==> src/rtl/wt_cache_pkg.sv <==
// rtl/wt_cache_pkg.sv - shared dcache parameters and SHiP predictor types
package wt_cache_pkg;

  localparam int unsigned DCACHE_NUM_WORDS    = 16;
  localparam int unsigned DCACHE_SET_ASSOC    = 4;
  localparam int unsigned DCACHE_CL_IDX_WIDTH = $clog2(DCACHE_NUM_WORDS);

  localparam int unsigned SHIP_SIG_WIDTH = 8;
  localparam int unsigned SHIP_CTR_WIDTH = 3;
  localparam int unsigned SHIP_CTR_INIT  = 1;

  // Per-line predictor metadata: valid line, seen a hit since fill, owning signature
  typedef struct packed {
    logic                      valid;
    logic                      reused;
    logic [SHIP_SIG_WIDTH-1:0] sig;
  } ship_meta_t;

endpackage

==> src/rtl/wt_dcache_ship_shct.sv <==
// rtl/wt_dcache_ship_shct.sv - signature history counter table with saturating inc/dec
module wt_dcache_ship_shct #(
  parameter int unsigned SIG_WIDTH = 8,
  parameter int unsigned CTR_WIDTH = 3,
  parameter int unsigned CTR_INIT  = 1
) (
  input  logic                 clk_i,
  input  logic                 rst_ni,
  input  logic                 flush_i,
  input  logic [SIG_WIDTH-1:0] rd_sig_i,
  output logic [CTR_WIDTH-1:0] rd_ctr_o,
  input  logic                 inc_i,
  input  logic [SIG_WIDTH-1:0] inc_sig_i,
  input  logic                 dec_i,
  input  logic [SIG_WIDTH-1:0] dec_sig_i
);

  localparam int unsigned          NUM_ENTRIES = 2**SIG_WIDTH;
  localparam logic [CTR_WIDTH-1:0] CTR_MAX     = '1;
  localparam logic [CTR_WIDTH-1:0] CTR_RST     = CTR_WIDTH'(CTR_INIT);
  localparam logic [CTR_WIDTH-1:0] CTR_ONE     = CTR_WIDTH'(1);

  logic [CTR_WIDTH-1:0] ctr_q [NUM_ENTRIES];
  logic                 collide;
  logic                 do_inc;
  logic                 do_dec;

  // Read returns the value before any update landing at the next edge
  assign rd_ctr_o = ctr_q[rd_sig_i];

  // An increment and decrement on the same entry cancel out
  assign collide = inc_i && dec_i && (inc_sig_i == dec_sig_i);
  assign do_inc  = inc_i && !collide;
  assign do_dec  = dec_i && !collide;

  // Counter table: reset/flush to CTR_INIT, otherwise saturating updates
  always_ff @(posedge clk_i or negedge rst_ni) begin
    if (!rst_ni) begin
      for (int unsigned i = 0; i < NUM_ENTRIES; i++) ctr_q[i] <= CTR_RST;
    end else if (flush_i) begin
      for (int unsigned i = 0; i < NUM_ENTRIES; i++) ctr_q[i] <= CTR_RST;
    end else begin
      if (do_inc && (ctr_q[inc_sig_i] != CTR_MAX)) ctr_q[inc_sig_i] <= ctr_q[inc_sig_i] + CTR_ONE;
      if (do_dec && (ctr_q[dec_sig_i] != '0))      ctr_q[dec_sig_i] <= ctr_q[dec_sig_i] - CTR_ONE;
    end
  end

endmodule

==> src/rtl/wt_dcache_ship_pred.sv <==
// rtl/wt_dcache_ship_pred.sv - SHiP-style reuse predictor giving SRRIP insertion hints
module wt_dcache_ship_pred
  import wt_cache_pkg::*;
#(
  parameter int unsigned SIG_WIDTH = SHIP_SIG_WIDTH,
  parameter int unsigned CTR_WIDTH = SHIP_CTR_WIDTH,
  parameter int unsigned CTR_INIT  = SHIP_CTR_INIT,
  parameter int unsigned NUM_SETS  = DCACHE_NUM_WORDS,
  parameter int unsigned NUM_WAYS  = DCACHE_SET_ASSOC
) (
  input  logic                           clk_i,
  input  logic                           rst_ni,
  input  logic                           flush_i,
  input  logic                           query_i,
  input  logic [SIG_WIDTH-1:0]           query_sig_i,
  output logic                           pred_valid_o,
  output logic [1:0]                     pred_result_o,
  input  logic                           fill_i,
  input  logic [DCACHE_CL_IDX_WIDTH-1:0] fill_idx_i,
  input  logic [$clog2(NUM_WAYS)-1:0]    fill_way_i,
  input  logic [SIG_WIDTH-1:0]           fill_sig_i,
  input  logic                           hit_i,
  input  logic [DCACHE_CL_IDX_WIDTH-1:0] hit_idx_i,
  input  logic [$clog2(NUM_WAYS)-1:0]    hit_way_i,
  input  logic                           inval_i,
  input  logic [DCACHE_CL_IDX_WIDTH-1:0] inval_idx_i,
  input  logic [$clog2(NUM_WAYS)-1:0]    inval_way_i
);

  ship_meta_t           meta_q [NUM_SETS][NUM_WAYS];
  ship_meta_t           fill_old;
  ship_meta_t           hit_meta;
  logic                 hit_on_fill;
  logic                 inval_on_fill;
  logic                 hit_ok;
  logic                 inval_ok;
  logic                 dead_evict;
  logic [CTR_WIDTH-1:0] rd_ctr;

  assign fill_old = meta_q[fill_idx_i][fill_way_i];
  assign hit_meta = meta_q[hit_idx_i][hit_way_i];

  // A fill to the same line overrides a concurrent hit or invalidation
  assign hit_on_fill   = fill_i && (hit_idx_i == fill_idx_i) && (hit_way_i == fill_way_i);
  assign inval_on_fill = fill_i && (inval_idx_i == fill_idx_i) && (inval_way_i == fill_way_i);
  assign hit_ok        = hit_i && hit_meta.valid && !hit_on_fill;
  assign inval_ok      = inval_i && !inval_on_fill;

  // Evicting a valid line that never hit trains its signature towards dead
  assign dead_evict = fill_i && fill_old.valid && !fill_old.reused;

  wt_dcache_ship_shct #(
    .SIG_WIDTH (SIG_WIDTH),
    .CTR_WIDTH (CTR_WIDTH),
    .CTR_INIT  (CTR_INIT)
  ) u_shct (
    .clk_i     (clk_i),
    .rst_ni    (rst_ni),
    .flush_i   (flush_i),
    .rd_sig_i  (query_sig_i),
    .rd_ctr_o  (rd_ctr),
    .inc_i     (hit_ok),
    .inc_sig_i (hit_meta.sig),
    .dec_i     (dead_evict),
    .dec_sig_i (fill_old.sig)
  );

  // Line metadata: hit marks reuse, inval clears valid, fill is written last so it wins
  always_ff @(posedge clk_i or negedge rst_ni) begin
    if (!rst_ni) begin
      for (int unsigned s = 0; s < NUM_SETS; s++)
        for (int unsigned w = 0; w < NUM_WAYS; w++) meta_q[s][w] <= '0;
    end else if (flush_i) begin
      for (int unsigned s = 0; s < NUM_SETS; s++)
        for (int unsigned w = 0; w < NUM_WAYS; w++) meta_q[s][w] <= '0;
    end else begin
      if (hit_ok)   meta_q[hit_idx_i][hit_way_i].reused    <= 1'b1;
      if (inval_ok) meta_q[inval_idx_i][inval_way_i].valid <= 1'b0;
      if (fill_i)   meta_q[fill_idx_i][fill_way_i]         <= '{valid: 1'b1, reused: 1'b0, sig: fill_sig_i};
    end
  end

  // Prediction register: one-cycle valid pulse, result held until the next query
  always_ff @(posedge clk_i or negedge rst_ni) begin
    if (!rst_ni) begin
      pred_valid_o  <= 1'b0;
      pred_result_o <= 2'd2;
    end else if (flush_i) begin
      pred_valid_o  <= 1'b0;
      pred_result_o <= 2'd2;
    end else begin
      pred_valid_o <= query_i;
      if (query_i) pred_result_o <= (rd_ctr == '0) ? 2'd3 : 2'd2;
    end
  end

endmodule

==> config.mk <==
export PLATFORM = sky130hd
export DESIGN_NAME = wt_dcache_ship_pred
export DESIGN_NICKNAME = d
export VERILOG_FILES = /design/src/rtl/wt_cache_pkg.sv /design/src/rtl/wt_dcache_ship_shct.sv /design/src/rtl/wt_dcache_ship_pred.sv
export SDC_FILE = /design/constraint.sdc
export NUM_CORES = 2
export LEC_CHECK = 0
export BUFFER_PORTS_ARGS = -buffer_cell sky130_fd_sc_hd__buf_2
export CAP_MARGIN = 20
export CORE_ASPECT_RATIO = 0.7
export CORE_MARGIN = 8
export CORE_UTILIZATION = 42
export CTS_BUF_LIST = sky130_fd_sc_hd__clkbuf_2 sky130_fd_sc_hd__clkbuf_4 sky130_fd_sc_hd__clkbuf_8
export CTS_CLUSTER_SIZE = 40
export DETAILED_ROUTE_END_ITERATION = 10
export PLACE_DENSITY = 0.55
export SLEW_MARGIN = 10
export SYNTH_ARGS = -nofsm -noshare
export SYNTH_HDL_FRONTEND = slang
export SYNTH_HIERARCHICAL = 1
export SYNTH_SLANG_ARGS = --single-unit
==> constraint.sdc <==
create_clock -name clk_i -period 8.7 [get_ports clk_i]
set_input_delay 0.87 -clock clk_i [delete_from_list [all_inputs] [get_ports clk_i]]
set_output_delay 0.87 -clock clk_i [all_outputs]
set_load 0.005 [all_outputs]
# Word-level counts from Yosys, hierarchy flattened
# Index checks and enable logic that the tools add are counted.
[classes]
add_sub_neg = 2
n_lt_le_gt_ge = 17
n_eq_ne = 6
muxes = 56
n_bitwise = 9
reduce_logical = 30
[ops]
columns = ["operator", "count"]
rows = [
  ["2-to-1 mux 640 bit", 6],
  ["2-to-1 mux 768 bit", 4],
  ["bitwise mux 640 bit", 3],
  ["bitwise mux 768 bit", 2],
  ["demux 40 bit (select 4 bit)", 3],
  ["binary-select mux 40 bit (select 4 bit)", 2],
  ["2-to-1 mux 40 bit", 7],
  ["binary-select mux 3 bit (select 8 bit)", 3],
  ["demux 10 bit (select 2 bit)", 3],
  ["2-to-1 mux 10 bit", 6],
  ["demux 3 bit (select 8 bit)", 2],
  ["binary-select mux 10 bit (select 2 bit)", 2],
  ["greater-or-equal comparator 9 bit (second input constant)", 3],
  ["inverter 8 -> 9 bit", 3],
  ["2-to-1 mux 3 bit", 8],
  ["logical AND 1 bit", 23],
  ["< comparator 9 x 1 -> 1 bit (second input constant)", 2],
  ["greater-or-equal comparator 5 bit (second input constant)", 3],
  ["< comparator 5 x 1 -> 1 bit (second input constant)", 3],
  ["inverter 4 -> 5 bit", 3],
  ["greater-or-equal comparator 3 bit (second input constant)", 3],
  ["< comparator 3 x 1 -> 1 bit (second input constant)", 3],
  ["2-to-1 mux 9 bit", 1],
  ["inverter 2 -> 3 bit", 3],
  ["other kinds (12)", 19],
]
[totals]
ff_bits = 1411
in_bits = 41

# Logic depth before layout (Yosys ltp)
[depth]
depth_word = 19
ltp_mapped = 31

# By module
# Netlist, hierarchy kept.
[modules_own_cells]
columns = ["mod", "n_inst", "cells_each", "area_each_um2"]
rows = [
  ["wt_dcache_ship_shct", 1, 5278, 61584.1],
  ["wt_dcache_ship_pred", 1, 3467, 35397.7],
]

# Worst setup path before layout
# OpenSTA, ideal clock, no wires.
[synth_timing]
kind = "input to register"
from = "input hit_idx_i[1]"
to = "register u_shct/ctr_q[630] (netlist name)"
arrival_ns = 7.826
required_time_ns = 8.616
path_slack_ns = 0.790
path_stages = 27
path_cell_list = "buf_2 buf_2 buf_2 buf_2 clkbuf_1 mux4_2 mux4_2 a22oi_1 nand2_1 clkbuf_1 buf_2 buf_2 buf_1 mux4_2 mux4_2 mux4_2 mux4_2 ha_1 ha_1 a311oi_1 nor3b_2 nand3b_1 clkbuf_1 nor2_1 mux2i_1 a21oi_1 a311o_1"
[synth_lines]
columns = ["item", "line_no", "source"]
rows = [
  ["start: declaration", "wt_dcache_ship_pred.sv:23", "input logic [DCACHE_CL_IDX_WIDTH-1:0] hit_idx_i,"],
  ["end: declaration", "wt_dcache_ship_shct.sv:23", "logic [CTR_WIDTH-1:0] ctr_q [NUM_ENTRIES];"],
]

==> impl_results.md <==
- Placed Area: 0.102 mm²
- Initial core utilization: 42.3%
- Largest family of logic cells by synthesized area: multiplexers
- Total CTS buffers: 245
- Worst hold path cell count: 3
- Clk pwr share: 47.0%
- Syn Nets: 8,790
- Final Wtd Congestion: 0.992
- Total number of vias: 84,700
- Worst hold path type: primary input to register
- Critical Path RT: 9.54 ns
- Simple-Gate Fraction of Synth Area: 8.22%
- Endpoints failing setup: 0
- Final net count: 8,498
- H-tree depth: 4
- Post-Syn Area: 0.0970 mm²
- DRC: 0
- Synthesis-to-finish area growth: 11.2%
- RSZ-0062 raised after global routing: no
- Sequential fraction of design power: 44.1%
- M1 WL: 169,000 µm
- Met2 WL: 169,000 µm
- Sink of the worst hold path: meta_q[612]
- Io pins: 44
- F_max: 129 MHz
- Ys async rst share: 100%
- Vias in the first global route: 79,700
- Critical path endpoint category: register
- WL met3: 69,600 µm
- Std cell rows: 147
- Final hold viol count: 0
- Part of the Yosys area used for sequential elements: 36.7%
- Total grt overflow: 0
- Maximum vdd ir drop: 0.121 mV
- Post-placement cell count: 11,300
- Crit start category: register
- Worst Clk Skew: 0.101 ns
- Crit path kind: register to register
- IO buf count: 42
- Hold buffers post-CTS: 1
- Slew Limit Fails: 0
- Setup TNS: 0 ns
- CTS root buffer: clkbuf_8
- Initial antenna violation count: 36
- Clock buffer depth: 4
- Reg-to-Reg End: u_shct/ctr_q[562]
- Outcome: complete, no violations
- Number of flops mapped to enable cells by yosys: 0
- Detail Route Antenna Nets: 0
- Detailed Route Iter0 Violations: 13,700
- Mux contribution to synthesized area: 34.2%
- Switching Share: 27.9%
- Share of layout cells above drive strength 1: 33.3%
- Core area: 0.229 mm²
- Reg-to-Reg Start: meta_q[120]
- Worst Path Arrival: 8.61 ns
- Ys Warns: 6
- DP HPWL: 276,000 µm
- Pleak: 40.2 nW
- Die Height: 418 µm
- Syn Inst Count: 8,745
- Internal Power: 10.8 mW
- Sw Pwr: 4.17 mW
- Power Density: 139 mW/mm²
- Wirelength per Cell: 36.1 µm
- Hold wc startpoint: fill_sig_i[2]
- DR top layer: met5
- CTS sink cnt: 1,410
- Finished Cell Area: 0.108 mm²
- Routed wire length: 424,000 µm
- Setup bufs post-CTS: 0
- Drt pass-1 iters: 9
- Largest net degree at the start of global routing: 209
- CTS tree: yes
- Avg Cell Area, Syn: 11.1 µm²
- R2R setup slack: 0.92 ns
- Die W: 590 µm
- Core Util, Final: 47.0%
- Yosys reg bits: 1,410
- GRT Total Usage: 33.3%
- First-pass GRT wire length: 605,000 µm
- Clock slew at reported path FFs: 0.07 ns
- Slew HR: 10.4%
- Via density: 7.21
- Reg2reg path depth: 26
- Clock latency on the worst-skew pair: 1.07 ns
- Max Cap Viol: 0
- Worst-Margin Slew: 1.34 ns
- Synth Area in XOR/XNOR: 0.190%
- Distinct cells, synth: 66
- Resized cells post-CTS: 0
- Finished Layout Cells: 11,700
- Critical path peak fanout: 45
- Adder-cell share of the synthesized area: 0.0516%
- Full die area: 0.247 mm²
- Commonest register cell after synthesis: dfrtp_1
- Final Cycle Share: 89.4%
- Combinational power share: 8.9%
- Fin crit period: 7.78 ns
- Compound-gate portion of the synthesized area: 16.1%
## state kept, by name, summed over array words and instances (netlist names)
register / flops
u_shct/ctr_q: 768
pred_result_o: 1
pred_valid_o: 1
meta_q: 640
## cells in the mapped netlist, drive strengths merged (23+ instances only)
library cell  number  share of area [%]
nand3             95               0.49
and3             138               0.89
dfrtp           1154                 30
mux2             520                6.0
mux4            1073                 25
o21ai            130               0.67
clkbuf           680                2.6
buf              346                1.8
a211oi           269                2.1
a311o            127                1.3
a211o            130                1.2
nor2             209               0.81
a311oi           251                2.3
a21oi           1371                7.1
nor2b             23               0.15
nand2           1356                5.2
mux2i            317                3.3
dfstp            256                6.9
a22oi             81               0.63
nor3              27               0.14
## cells by family (layout without fill, tap and decap cells)
family	Yosys count	count (layout)
AO/OA/AOI/OAI	2437	2437
XOR/XNOR	21	21
adder cells (fa/ha/maj)	4	4
buffers and inverters	1043	949
flip-flops	1410	1410
multiplexers	1910	1910
other	1	39
AND/OR/NAND/NOR	1919	1919
## power groups by stage
stage	Sequential [mW]	Clock, mW	Combinational [mW]
3_3_place_gp	6.70	0	1.29
3_5_place_dp	6.70	0	1.30
2_1_floorplan	6.70	0	0.662
5_1_grt	6.58	7.40	1.37
6_report	6.59	7.03	1.33
4_1_cts	6.59	7.11	1.30
## metrics by stage
stage          total power, mW  setup slack (ns)  hold slack (ns)
5_1_grt                   15.3             0.953           0.0972
3_3_place_gp              7.99             0.261            0.488
3_5_place_dp              8.00             0.307            0.497
2_1_floorplan             7.36             0.790            0.464
4_1_cts                   15.0              1.27           0.0680
6_report                  15.0             0.922            0.141
## worst max path at each step
stage / cells past startpoint / start / end / slack, ns
global placement: 25 / hit_idx_i[0] / u_shct/ctr_q[406] / 0.26
detailed placement: 24 / hit_idx_i[0] / u_shct/ctr_q[562] / 0.31
CTS: 23 / meta_q[20] / u_shct/ctr_q[562] / 1.27
global route: 23 / meta_q[0] / u_shct/ctr_q[562] / 0.95
finish: 26 / meta_q[120] / u_shct/ctr_q[562] / 0.92
floorplan: 27 / hit_idx_i[1] / u_shct/ctr_q[630] / 0.79
## layout make-up
cell class	count	area [µm²]
repair buffers	487	5220
multi-input cells	6292	57600
fillers	20700	121000
clock inverters	44	413
well taps	3054	3820
inverters	17	65.1
diodes	38	95.1
flip-flops and latches	1410	35600
clock buffers	401	5090
## placed cells by master, fill, tap and decap left out, types with 70 or more instances in the layout
cell / instances
clkbuf_8: 334
clkbuf_4: 70
buf_4: 315
dfrtp_1: 1154
a21oi_1: 1370
buf_12: 124
a211oi_1: 269
nand3_1: 95
a211o_1: 130
mux2_2: 520
a22oi_1: 81
a311o_1: 127
a311oi_1: 251
nand2_1: 1347
dfstp_2: 256
mux2i_1: 317
o21ai_0: 129
nor2_1: 179
mux4_2: 1073
and3_1: 138
## metal layers
layer | GRT usage [%] | up-vias
met3 | 15.5 | 1050
met5 | 0.211 | -
met2 | 44.1 | 6569
li1 | - | 33400
met4 | 10.9 | 14
met1 | 47.8 | 43700
## critical path, stage by stage (launching register included)
cell and delay (ns):
dfrtp_1 0.39, mux4_2 0.54, mux4_2 0.49, a22oi_1 0.43, buf_4 0.23, nand2_4 0.27, buf_12 0.33, mux4_2 0.53
a22oi_1 0.64, a21oi_1 0.27, nor4_1 0.55, o211ai_1 0.20, o21ai_4 0.10, inv_1 0.08, ha_4 0.17, ha_4 0.14
a311oi_1 0.26, buf_4 0.18, nor3b_2 0.23, buf_4 0.21, nand3b_1 0.13, buf_4 0.25, nor2_1 0.16, buf_4 0.16
mux2_2 0.33, a21oi_1 0.14, a211oi_1 0.08
No activity file was read; power rests on OpenSTA's default activity.
